`config.mk`:
```
export PLATFORM = sky130hd
export DESIGN_NAME = posit_divide_seq_flat
export DESIGN_NICKNAME = d
export VERILOG_FILES = /design/src/rtl/posit_divide_seq_pkg.sv /design/src/rtl/posit_divide_seq_if.sv /design/src/rtl/posit_divide_seq_shift_right_sticky.sv /design/src/rtl/posit_divide_seq.sv /design/src/flat_wrapper.sv
export SDC_FILE = /design/constraint.sdc
export NUM_CORES = 1
export LEC_CHECK = 0
export ABC_AREA = 1
export BUFFER_PORTS_ARGS = -buffer_cell sky130_fd_sc_hd__buf_2
export CORE_MARGIN = 4
export CORE_UTILIZATION = 50
export CTS_CLUSTER_SIZE = 16
export DETAILED_ROUTE_END_ITERATION = 12
export GPL_ROUTABILITY_DRIVEN = 0
export GPL_TIMING_DRIVEN = 0
export PLACE_DENSITY = 0.75
export REMOVE_ABC_BUFFERS = 1
export SYNTH_ARGS = -nofsm -noshare
export SYNTH_HDL_FRONTEND = slang
export SYNTH_SLANG_ARGS = --single-unit
```
`constraint.sdc`:
```
create_clock -name clock -period 2.25 [get_ports clock]
set_clock_uncertainty 0.05 [all_clocks]
set_input_delay 0.3375 -clock clock [delete_from_list [all_inputs] [get_ports clock]]
set_output_delay 0.3375 -clock clock [all_outputs]
set_load 0.02 [all_outputs]
```
`src/rtl/posit_divide_seq_pkg.sv`:
```
// posit_divide_seq_pkg: posit field-width helpers and divider FSM state shared by the divider slice
package posit_divide_seq_pkg;
  typedef enum logic [1:0] {IDLE, DIV, DONE} divState_t;
  function automatic int getFractionBits(input int width, input int es);
    return width - 3 - es;
  endfunction
  function automatic int getExponentBias(input int width, input int es);
    return (width - 2) << es;
  endfunction
  function automatic int getMaxUnsignedExponent(input int width, input int es);
    return 2 * getExponentBias(width, es);
  endfunction
  function automatic int getUnsignedExponentBits(input int width, input int es);
    return $clog2(getMaxUnsignedExponent(width, es) + 1);
  endfunction
  function automatic int getNIter(input int fb, input int trailingBits);
    return fb + 1 + trailingBits;
  endfunction
  function automatic int getCounterWidth(input int nIter);
    return $clog2(nIter + 1);
  endfunction
endpackage

```
`src/rtl/posit_divide_seq_if.sv`:
```
// posit_divide_seq_if: operand/result handshake bundle for the sequential posit divider
interface posit_divide_seq_if #(
  parameter int WIDTH = 8,
  parameter int ES = 1,
  parameter int TRAILING_BITS = 2
);
  import posit_divide_seq_pkg::*;
  localparam int FB = getFractionBits(WIDTH, ES);
  localparam int UEB = getUnsignedExponentBits(WIDTH, ES);
  typedef struct packed {
    logic sign;
    logic isZero;
    logic isInf;
    logic [UEB-1:0] exponent;
    logic [FB-1:0] fraction;
  } PositUnpacked;
  logic inValid, inReady, outValid, outReady, stickyBit;
  PositUnpacked a, b, out;
  logic [TRAILING_BITS-1:0] trailingBits;
  modport master(output inValid, a, b, outReady, input inReady, out, trailingBits, stickyBit, outValid);
  modport slave(input inValid, a, b, outReady, output inReady, out, trailingBits, stickyBit, outValid);
endinterface

```
`src/rtl/posit_divide_seq_shift_right_sticky.sv`:
```
// ShiftRightSticky: logical right shift that ORs every bit shifted out into sticky
module ShiftRightSticky #(
  parameter int W = 8,
  parameter int SW = 4
) (
  input  logic [W-1:0]  in,
  input  logic [SW-1:0] shift,
  output logic [W-1:0]  out,
  output logic          sticky
);
  logic [2*W-1:0] wide;
  assign wide = {in, {W{1'b0}}} >> shift;
  assign out = wide[2*W-1:W];
  assign sticky = (int'(shift) >= W) ? |in : |wide[W-1:0];
endmodule

```
`src/rtl/posit_divide_seq.sv`:
```
// posit_divide_seq: non-pipelined restoring posit divider, one quotient bit per cycle, unrounded output
module posit_divide_seq
  import posit_divide_seq_pkg::*;
#(
  parameter int WIDTH = 8,
  parameter int ES = 1,
  parameter int TRAILING_BITS = 2
) (
  input logic clock,
  input logic reset,
  posit_divide_seq_if.slave io
);
  localparam int FB = getFractionBits(WIDTH, ES);
  localparam int UEB = getUnsignedExponentBits(WIDTH, ES);
  localparam int BIAS = getExponentBias(WIDTH, ES);
  localparam int MAX_EXP = getMaxUnsignedExponent(WIDTH, ES);
  localparam int N_ITER = getNIter(FB, TRAILING_BITS);
  localparam int CW = getCounterWidth(N_ITER);
  localparam int EW = UEB + 2;
  typedef struct packed {
    logic sign;
    logic isZero;
    logic isInf;
    logic [UEB-1:0] exponent;
    logic [FB-1:0] fraction;
  } PositUnpacked;
  divState_t state, stateNext;
  PositUnpacked a, b, outReg, outNext;
  logic [TRAILING_BITS-1:0] trailReg, trailNext;
  logic stickyReg, stickyNext;
  logic [FB:0] ma, mb, divisor, diff;
  logic [FB+1:0] rem, remNext;
  logic [N_ITER-1:0] q, qNext, frac;
  logic signed [EW-1:0] eq, eqIn;
  logic [EW-1:0] shiftAmt;
  logic [CW-1:0] count;
  logic qSign, adj, accept, special, infCase, qBit, lastIter, shiftSticky, remNz;
  assign a = io.a;
  assign b = io.b;
  assign accept = io.inValid && io.inReady;
  assign ma = {1'b1, a.fraction};
  assign mb = {1'b1, b.fraction};
  assign adj = ma < mb;
  assign infCase = a.isInf || b.isInf || b.isZero;
  assign special = infCase || a.isZero;
  assign eqIn = EW'(a.exponent) - EW'(b.exponent) + EW'(BIAS) - EW'(adj);
  assign qBit = rem >= {1'b0, divisor};
  assign diff = rem[FB:0] - divisor;
  assign remNext = {(qBit ? diff : rem[FB:0]), 1'b0};
  assign qNext = {q[N_ITER-2:0], qBit};
  assign remNz = remNext != '0;
  assign lastIter = count == CW'(N_ITER - 1);
  // frac holds 1.Q denormalised so that its MSB sits at weight 2^-1
  assign shiftAmt = ~eq;
  ShiftRightSticky #(.W(N_ITER), .SW(EW)) shifter (
    .in(qNext),
    .shift(shiftAmt),
    .out(frac),
    .sticky(shiftSticky)
  );
  always_comb begin
    stateNext = state;
    outNext = outReg;
    trailNext = trailReg;
    stickyNext = stickyReg;
    if (accept) begin
      stateNext = special ? DONE : DIV;
      outNext = '0;
      outNext.isInf = infCase;
      outNext.isZero = !infCase && a.isZero;
      trailNext = '0;
      stickyNext = 1'b0;
    end else if (state == DIV && lastIter) begin
      stateNext = DONE;
      outNext = '0;
      outNext.sign = qSign;
      trailNext = '0;
      stickyNext = 1'b0;
      if (!eq[EW-1] && eq[EW-2:0] > (EW-1)'(MAX_EXP)) outNext.exponent = UEB'(MAX_EXP);
      else if (eq[EW-1]) begin
        outNext.isZero = 1'b1;
        trailNext = frac[N_ITER-1 -: TRAILING_BITS];
        stickyNext = |frac[N_ITER-1-TRAILING_BITS:0] || shiftSticky || remNz;
      end else begin
        outNext.exponent = eq[UEB-1:0];
        outNext.fraction = qNext[N_ITER-2 -: FB];
        trailNext = qNext[TRAILING_BITS-1:0];
        stickyNext = remNz;
      end
    end else if (state == DONE && io.outReady) stateNext = IDLE;
  end
  always_ff @(posedge clock) begin
    if (reset) begin
      state <= IDLE;
      outReg <= '0;
      trailReg <= '0;
      stickyReg <= 1'b0;
      q <= '0;
      rem <= '0;
      divisor <= '0;
      eq <= '0;
      qSign <= 1'b0;
      count <= '0;
    end else begin
      state <= stateNext;
      outReg <= outNext;
      trailReg <= trailNext;
      stickyReg <= stickyNext;
      if (accept) begin
        divisor <= mb;
        rem <= adj ? {ma, 1'b0} : {1'b0, ma};
        q <= '0;
        count <= '0;
        eq <= eqIn;
        qSign <= a.sign ^ b.sign;
      end else if (state == DIV) begin
        rem <= remNext;
        q <= qNext;
        count <= count + CW'(1);
      end
    end
  end
  assign io.inReady = state == IDLE;
  assign io.outValid = state == DONE;
  assign io.out = outReg;
  assign io.trailingBits = trailReg;
  assign io.stickyBit = stickyReg;
endmodule

```
`src/flat_wrapper.sv`:
```
// flat-port wrapper written by rule: the top's interface ports become plain ports
module posit_divide_seq_flat import posit_divide_seq_pkg::*;
#(
  parameter int WIDTH = 8,
  parameter int ES = 1,
  parameter int TRAILING_BITS = 2
)
  (clock, reset, io_inValid, io_a, io_b, io_outReady, io_inReady, io_out, io_trailingBits, io_stickyBit, io_outValid);
  posit_divide_seq_if #(.WIDTH(WIDTH), .ES(ES), .TRAILING_BITS(TRAILING_BITS)) io_i ();
  input logic clock;
  input logic reset;
  input wire logic [$bits(io_i.inValid)-1:0] io_inValid;
  input wire logic [$bits(io_i.a)-1:0] io_a;
  input wire logic [$bits(io_i.b)-1:0] io_b;
  input wire logic [$bits(io_i.outReady)-1:0] io_outReady;
  output wire logic [$bits(io_i.inReady)-1:0] io_inReady;
  output wire logic [$bits(io_i.out)-1:0] io_out;
  output wire logic [$bits(io_i.trailingBits)-1:0] io_trailingBits;
  output wire logic [$bits(io_i.stickyBit)-1:0] io_stickyBit;
  output wire logic [$bits(io_i.outValid)-1:0] io_outValid;
  assign io_i.inValid = io_inValid;
  assign io_i.a = io_a;
  assign io_i.b = io_b;
  assign io_i.outReady = io_outReady;
  assign io_inReady = io_i.inReady;
  assign io_out = io_i.out;
  assign io_trailingBits = io_i.trailingBits;
  assign io_stickyBit = io_i.stickyBit;
  assign io_outValid = io_i.outValid;
  posit_divide_seq #(.WIDTH(WIDTH), .ES(ES), .TRAILING_BITS(TRAILING_BITS)) u_core (.clock(clock), .reset(reset), .io(io_i));
endmodule
```
==> impl_metrics.tcl, run 1 <==
set metrics [dict create \
    path_clk_slew_ns 0.09 \
    cp_top_family "simple AND/OR/NAND/NOR gates" \
    use_met3 0.0326 \
    critPathArrivalTime_ns 2.34 \
    rrSetupSlack_ns 0.1 \
    core_region_area_um2 5540 \
    hold_path_depth 3 \
    grt_usage 0.190 \
    vias 2792 \
    reg2reg_from "u_core.rem[0]" \
    whs_ns 0.270 \
    diodes 0 \
    grt_util_met1 0.232 \
    hold_class "input pin to register" \
    grt_use_met2 0.343 \
    vias_per_cell 5.22 \
    dpl_cell_area_um2 3120 \
    clockBufferDepth 2 \
    start_util 0.517 \
    maxCapViolations 0 \
    synth-seq-cells 45 \
    slew_viol_final 0 \
    cts_root_buffer "clkbuf_8" \
    ys_seq_area_frac 0.314 \
    num_io_pins 45 \
    synth_area_per_cell_um2 6.91 \
    startpoint "u_core.rem[0]" \
    nFillCells 544 \
    die_area_um2 7010 \
    r2r_end "u_core.io.stickyBit" \
    io_buffers 44 \
    drc 0 \
    fin_area_um2 3360 \
    timing.slew.headroom 0.710 \
    die_h_um 83.7 \
    crit_top_cell "nand2_1" \
    grt_pass1_wl_um 11300 \
    htreeDepth 2 \
    fin_crit_ns 2.15 \
    crit_slowest_cell "fa_2" \
    final-setup-viol-count 0 \
    grt_pass1_vias 2658 \
    dp_hpwl_um 4880 \
    worstSetupStartpointType "register" \
    peakVddDrop_mv 0.390 \
    leakage_nw 1.65 \
    die_w_um 83.7 \
    drive_gt1_frac 0.207 \
    status "finished, final reports clean" \
    setup_ws_ns 0.0957 \
    syn_area_um2 2870 \
    fin_nets 514 \
    hp-start "io_b[0]" \
    max_stage_delay_ns 0.41 \
    insertion_delay_ns 0.30 \
    grt-ovfl-total 0 \
    antenna_found_initial 0 \
    numCtsBuffers 5 \
    ys_types 36 \
    min_delay_worst_endpoint "u_core.divisor[0]" \
    final_antenna_net_count 0 \
    first_pass_iters 4 \
    area_delta_synth_final_pct 17.1 \
    drt_iter0_markers 118 \
    crit_type "register to register" \
    tightestPinTransition_ns 0.434 \
    numClockSinks 45 \
    yosysWarnings 0 \
    post-route-period-util 0.957 \
    crit_fanout 4 \
    grt-busiest-layer "met2" \
    row_count 27 \
    rsz0062_at_grt "yes" \
    r2r_cells 18 \
    p_total_mw 2.18 \
    routed_wl_um 6680 \
    grt_max_degree 28 \
    power.density_nw_per_um2 649 \
    endpoint_kind "register" \
    syn_inst 415 \
    hold_viol 0 \
    cp.required_ns 2.44 \
    max_freq_mhz 464 \
    dp_worst_setup_slack_ns -0.297 \
    avgRoutedWirePerCell_um 12.5 \
    cts_tree "done" \
    path_buf_inv 1 \
    crit_chain "inv_2, ha_4, fa_2, nand2_2, nand3_2, nand3_4, nand3_2, nand2_1, nand2_1, nand3_1, nand2_1, nand2_1, nand2_1, nand2_1, nand2_1, nand2_1, nand2_2, a21oi_2" \
    fin_tns_setup_ns 0 \
]
## layer usage
metal,part of all wire,up-vias
met1,0.45,1289
met4,0.010,0
met3,0.043,7
met5,0,-
li1,-,1439
met2,0.50,57
## repair_timing
| item | 4_1_cts | 5_1_grt |
|---|---|---|
| gates resized for setup | 6 | 19 |
| hold buffers | 0 | 0 |
| pin swaps | 1 | 10 |
| cloned | 0 | 0 |
| buffers inserted | 2 | 4 |
| endpoints found under the setup margin | 14 | 17 |
## final cells by class
type	count	area [um^2]	share of cell area
clock buffers	6	72.6	0.0216
clock inverters	2	38.8	0.0116
inverters	67	256	0.0764
multi-input cells	293	1730	0.516
flip-flops and latches	45	902	0.269
well taps	72	90.1	0.0268
repair buffers	50	265	0.0790
## cells in the final DEF, fill, tap and decap left out, types with 2 or more instances in the layout
cell,count
clkbuf_8,5
nand3_1,22
a211oi_1,2
clkinv_4,2
ha_1,19
a21oi_2,3
nor3_1,3
o21ai_0,27
xor2_1,10
buf_2,44
inv_1,57
a21oi_1,37
nand2_4,3
fa_2,2
a22oi_1,3
buf_4,6
o21ai_2,3
dfxtp_1,44
o211ai_1,6
nor2_1,31
nand2_2,5
nand3_2,3
o21ai_1,7
nand2_1,91
inv_2,9
o211ai_2,2
nand3_4,2
## worst reg2reg max path, delay by kind of cell, from the launching register on
kind,cells,cell delay [ns]
simple gates,14,0.95
compound gates,1,0.13
flops,1,0.36
fa+ha+maj,2,0.57
buf+inv,1,0.05
## metrics by stage
stage	std cells	util
2_1_floorplan	405	-
3_3_place_gp	521	0.564
3_5_place_dp	521	0.564
4_1_cts	531	0.590
5_1_grt	535	0.606
6_report	535	0.606
## worst max path at each step
stage	cells past startpoint	slack [ns]	end
2_1_floorplan	15	-0.03	u_core.eq[3]
3_3_place_gp	16	-0.25	u_core.eq[3]
3_5_place_dp	17	-0.30	u_core.eq[5]
4_1_cts	8	0.02	u_core.io.out[5]
5_1_grt	18	-0.11	u_core.io.stickyBit
6_report	18	0.1	u_core.io.stickyBit
## cells by family after synthesis
family                     count (synthesis)  share of synthesized area
AOI/OAI and AO/OA                         94                      0.189
DFF                                       45                      0.314
xor gates and xnor gates                  10                     0.0306
adders and majority gates                 24                      0.113
buffers and inverters                     77                      0.108
and+or+nand+nor                          165                      0.246
## power by group
part	internal, mW	switching [mW]
Sequential	0.838	0.0488
Combinational	0.268	0.400
Clock	0.334	0.288
## cell usage after synthesis (all sizes together)
master	count	area, um^2
nand2	99	392
clkinv	1	8.76
inv	66	248
nand3b	1	7.51
o41ai	1	8.76
ha	21	263
nor3	4	25.0
nor2	32	128
o211ai	8	70.1
dfxtp	45	901
fa	3	60.1
or2	1	6.26
a211oi	2	15.0
buf	4	30.0
xor2	10	87.6
o21ai	37	193
a22oi	3	22.5
a211o	1	8.76
o22ai	1	6.26
nand4	1	6.26
nand3	27	140
clkbuf	6	22.5
a21oi	40	211
a31oi	1	6.26
## registers in the layout (all words and copies together) (netlist names)
register / cells
u_core.io.stickyBit: 1
u_core.qSign: 1
u_core.state: 2
u_core.eq: 7
u_core.io.trailingBits: 2
u_core.q: 6
u_core.rem: 6
u_core.io.out: 12
u_core.count: 3
u_core.divisor: 5
Note: power is estimated with default switching activity, not from simulation.
==> run 2, diff against run 1 <==
- REMOVE_ABC_BUFFERS: 1 -> default
==> run 2 against run 1 <==
Hold slack got worse by 0.0044 ns. Die area unchanged. First-iteration DRC count grew 29%. Final area up 1.3%. Global-route usage down 0.053 points. Core utilization increased by 0.77 points. Flip-flop and latch count stayed put. Count of clock-buffer cells in the layout decreased by 1. Cell count up 2.4%. Non-clock buffer count is 13 higher. Power is 2.6% lower. Sequential power fell by 0.5%.
==> impl_metrics.tcl, run 2 (synthesis results as in run 1) <==
set metrics [dict create \
    peakVddDrop_mv 0.415 \
    rsz0062_at_grt "yes" \
    critPathArrivalTime_ns 2.40 \
    grt_max_degree 17 \
    dp_worst_setup_slack_ns -0.250 \
    switchingPower_uw 769 \
    pwr-share-clk 0.251 \
    power_frac_comb 0.332 \
    num_io_pins 45 \
    power.density_nw_per_um2 624 \
    final_cell_mix "90 x nand2_1, 58 x inv_1, 44 x buf_2" \
    hold_class "input pin to register" \
    hp-start "io_a[0]" \
    crit_type "register to register" \
    post-route-period-util 0.997 \
    swShare 0.363 \
    whs_ns 0.265 \
    timing.slew.headroom 0.657 \
    fin_nets 527 \
    layout_commonest_cell "nand2_1" \
    cts_root_buffer "clkbuf_8" \
    dpl_cell_area_um2 3180 \
    start_util 0.517 \
    slew_viol_final 0 \
    drc 0 \
    drt_iter0_markers 152 \
    avgRoutedWirePerCell_um 12.4 \
    ff_latch_area_um2 903 \
    row_count 27 \
    leakage_nw 1.68 \
    grt_usage 0.190 \
    numCtsBuffers 5 \
    finalNonFillerCells 548 \
    largest_reg_flops 12 \
    routed_wl_um 6790 \
    hold_viol 0 \
    placedCellCount 531 \
    cp.required_ns 2.40 \
    grt_pass1_wl_um 11100 \
    path_clk_slew_ns 0.09 \
    max_freq_mhz 446 \
    crit_chain "inv_2, ha_4, fa_2, nand2_2, nand3_2, nand3_4, inv_2, nand2_1, o21ai_0, nor2_1, nand3_1, a21oi_2, nand2_1, nand2_2, a21oi_2" \
    crit_slowest_cell "fa_2" \
    die_area_um2 7010 \
    endpoint_kind "register" \
    multi_input_area_um2 1710 \
    tightestPinTransition_ns 0.514 \
    maxCapViolations 0 \
    reg2reg_from "u_core.rem[0]" \
    die_h_um 83.7 \
    grt_pass1_vias 2510 \
    clockBufferDepth 2 \
    max_stage_delay_ns 0.41 \
    diodes 0 \
    fin_area_um2 3400 \
    fin_crit_ns 2.24 \
    vias_per_cell 5.21 \
    p_int_mw 1.35 \
    status "finished, final reports clean" \
    first_pass_iters 4 \
    synth.net_count 467 \
    setup_ws_ns 0.00594 \
    htreeDepth 2 \
    area_delta_synth_final_pct 18.6 \
    antenna_found_initial 0 \
    final_antenna_net_count 0 \
    core_region_area_um2 5540 \
    cts_tree "done" \
    nFillCells 552 \
    insertion_delay_ns 0.31 \
    numClockSinks 45 \
    cts_hold_buf 0 \
    seq_power_share 0.417 \
    grt-ovfl-total 0 \
    vias 2856 \
    dp_hpwl_um 5170 \
    final-setup-viol-count 0 \
    startpoint "u_core.rem[0]" \
    die_w_um 83.7 \
    io_buffers 44 \
    worstSetupStartpointType "register" \
    drive_gt1_frac 0.214 \
    crit_fanout 8 \
]
-- run 2: through the flow --
stage          utilization  setup TNS [ns]  power (mW)
3_5_place_dp         0.574           -1.13        1.51
3_3_place_gp         0.574          -0.896        1.49
6_report             0.613               0        2.12
2_1_floorplan            -               0        1.36
4_1_cts              0.596               0        2.07
5_1_grt              0.613         -0.0941        2.26
-- run 2: layout make-up --
class,count,area share
Multi-Input combinational cell,293,0.504
Sequential cell,45,0.266
Timing Repair Buffer,53,0.0847
Inverter,67,0.0755
Tap cell,72,0.0265
Clock buffer,5,0.0203
Buffer,10,0.0155
Clock inverter,3,0.00736
-- run 2: worst max-delay path, delay by kind of cell (launching register included) --
kind            cells  cell delay (ns)
simple gates        8             0.73
fa+ha+maj           2             0.57
compound gates      3             0.30
flops               1             0.36
buf+inv             2             0.14
-- run 2: repair_timing --
item,CTS,global route
endpoints found under the setup margin,2,5
pin swaps,0,11
resized for setup,4,18
buffers inserted,2,7
-- run 2: per-layer routing --
metal  vias up  share of wire  global-route usage
met1      1328           0.46               0.247
li1       1470              -                   -
met4         0          0.013              0.0482
met3         7          0.037              0.0296
met2        51           0.49               0.327
met5         -              0                   0
-- run 2: power groups by stage --
stage	registers, mW	logic [mW]	clock network (mW)
3_3_place_gp	0.896	0.594	0
2_1_floorplan	0.886	0.470	0
4_1_cts	0.879	0.641	0.545
5_1_grt	0.887	0.795	0.578
6_report	0.883	0.705	0.532
3_5_place_dp	0.897	0.609	0
-- run 2: path summary, 6_finish.rpt --
kind	end	slack [ns]	depth (start not counted)
setup / recovery	u_core.io.stickyBit	0.006	15
hold / removal	u_core.rem[0]	0.27	3
setup reg to reg	u_core.io.stickyBit	0.006	15
hold reg to reg	u_core.io.out[11]	0.40	2
==> run 3, diff against run 2 <==
- PLACE_DENSITY: 0.75 -> 0.78
==> run 3 against run 2 <==
Global-route usage is 0.32 points lower. Count of clock-buffer cells in the layout is the same. Final area is 1.5% lower. Die area is the same. First-iteration DRC count fell by 4.6%. Flip-flop and latch count is the same. Sequential share of layout area is 0.37 points higher. Sequential power is essentially flat. Maximum frequency rose by 3.3%. Critical endpoint unchanged. Highest routed layer unchanged.
==> impl_metrics.tcl, run 3 (synthesis results as in run 1) <==
set metrics [dict create \
    timing.slew.headroom 0.664 \
    grt_max_degree 16 \
    antenna_found_initial 0 \
    cts_hold_buf 0 \
    p_int_mw 1.33 \
    dp_hpwl_um 5030 \
    grt_usage 0.187 \
    hp-start "io_b[0]" \
    fin_crit_ns 2.17 \
    drt_iter0_markers 145 \
    htreeDepth 2 \
    grt-ovfl-total 0 \
    crit_slowest_cell "fa_2" \
    largest_reg_flops 12 \
    reg2reg_from "u_core.rem[0]" \
    maxCapViolations 0 \
    final_cell_mix "95 x nand2_1, 58 x inv_1, 44 x buf_2, 44 x dfxtp_1, 37 x a21oi_1" \
    core_region_area_um2 5540 \
    grt_pass1_vias 2554 \
    path_clk_slew_ns 0.09 \
    drive_gt1_frac 0.199 \
    crit_type "register to register" \
    fin_nets 523 \
    vias 2802 \
    endpoint_kind "register" \
    seq_power_share 0.424 \
    post-route-period-util 0.966 \
    die_area_um2 7010 \
    peakVddDrop_mv 0.327 \
    layout_commonest_cell "nand2_1" \
    hold_class "input pin to register" \
    grt_pass1_wl_um 11000 \
    switchingPower_uw 750 \
    numCtsBuffers 5 \
    pwr-share-clk 0.251 \
    whs_ns 0.255 \
    first_pass_iters 4 \
    vias_per_cell 5.15 \
    fin_area_um2 3350 \
    critPathArrivalTime_ns 2.32 \
    drc 0 \
    status "finished, final reports clean" \
    grt_use_met2 0.342 \
    clockBufferDepth 2 \
    power_frac_comb 0.326 \
    cts_tree "done" \
    max_freq_mhz 460 \
    rsz0062_at_grt "yes" \
    swShare 0.361 \
    leakage_nw 1.65 \
    synth.net_count 467 \
    crit_fanout 2 \
    cts_root_buffer "clkbuf_8" \
    start_util 0.517 \
    setup_ws_ns 0.0767 \
    finalNonFillerCells 544 \
    fin_util 0.604 \
    use_met3 0.0267 \
    cp.required_ns 2.40 \
    row_count 27 \
    fin_tns_setup_ns 0 \
    max_stage_delay_ns 0.39 \
    io_buffers 44 \
    die_h_um 83.7 \
    die_w_um 83.7 \
    dpl_cell_area_um2 3180 \
    routed_wl_um 6590 \
    slew_viol_final 0 \
    grt-busiest-layer "met2" \
    crit_top_cell "nand2_1" \
    diodes 0 \
    num_io_pins 45 \
    final_antenna_net_count 0 \
    worstSetupStartpointType "register" \
    placedCellCount 531 \
    hold_viol 0 \
    avgRoutedWirePerCell_um 12.1 \
    power.density_nw_per_um2 621 \
    grt_util_met1 0.226 \
    dp_worst_setup_slack_ns -0.252 \
    tightestPinTransition_ns 0.503 \
    crit_chain "inv_1, ha_2, fa_2, buf_4, nor2_1, nor2_1, xor2_1, nand2_1, o21ai_2, nand3_1, a21oi_2, nand2_1, nand2_1, a21oi_2" \
    final-setup-viol-count 0 \
    startpoint "u_core.rem[0]" \
    p_total_mw 2.08 \
    numClockSinks 45 \
    insertion_delay_ns 0.30 \
    area_delta_synth_final_pct 16.8 \
]
[run 3: layout make-up]
class	instances	area [um^2]
buffer	10	52.6
clock inverter	3	21.3
tap	72	90.1
sequential	45	902
clock buffer	5	68.8
inverter	67	259
multi-input combinational	293	1700
fill	515	2190
timing repair buffer	49	258
[run 3: final timing paths]
path	slack (ns)	endpoint	cells after the start
worst max-delay path	0.08	u_core.io.stickyBit	14
worst min register to register	0.41	u_core.io.out[11]	2
worst max register to register	0.08	u_core.io.stickyBit	14
worst min-delay path	0.26	u_core.divisor[0]	3
[run 3: timing repair]
action,in CTS,in global routing
pin swaps,4,5
gates resized for setup,7,11
endpoints found under the setup margin,1,4
buffers inserted,3,2
[run 3: power groups by stage]
stage	clock network, mW	registers [mW]	logic [mW]
6_report	0.521	0.880	0.677
5_1_grt	0.564	0.886	0.766
4_1_cts	0.533	0.878	0.648
3_5_place_dp	0	0.896	0.605
3_3_place_gp	0	0.895	0.593
2_1_floorplan	0	0.886	0.470
[run 3: critical path: cells and delay by family, from the launching register on]
family          cells  cell delay, ns
buf+inv             2            0.20
simple gates        6            0.51
fa+ha+maj           2            0.58
xor+xnor            1            0.13
flops               1            0.34
compound gates      3            0.25
[run 3: layer usage]
metal,share of wire,wire (um)
met1,0.45,2950
met2,0.49,3260
met3,0.042,278
met4,0.016,104
met5,0,0
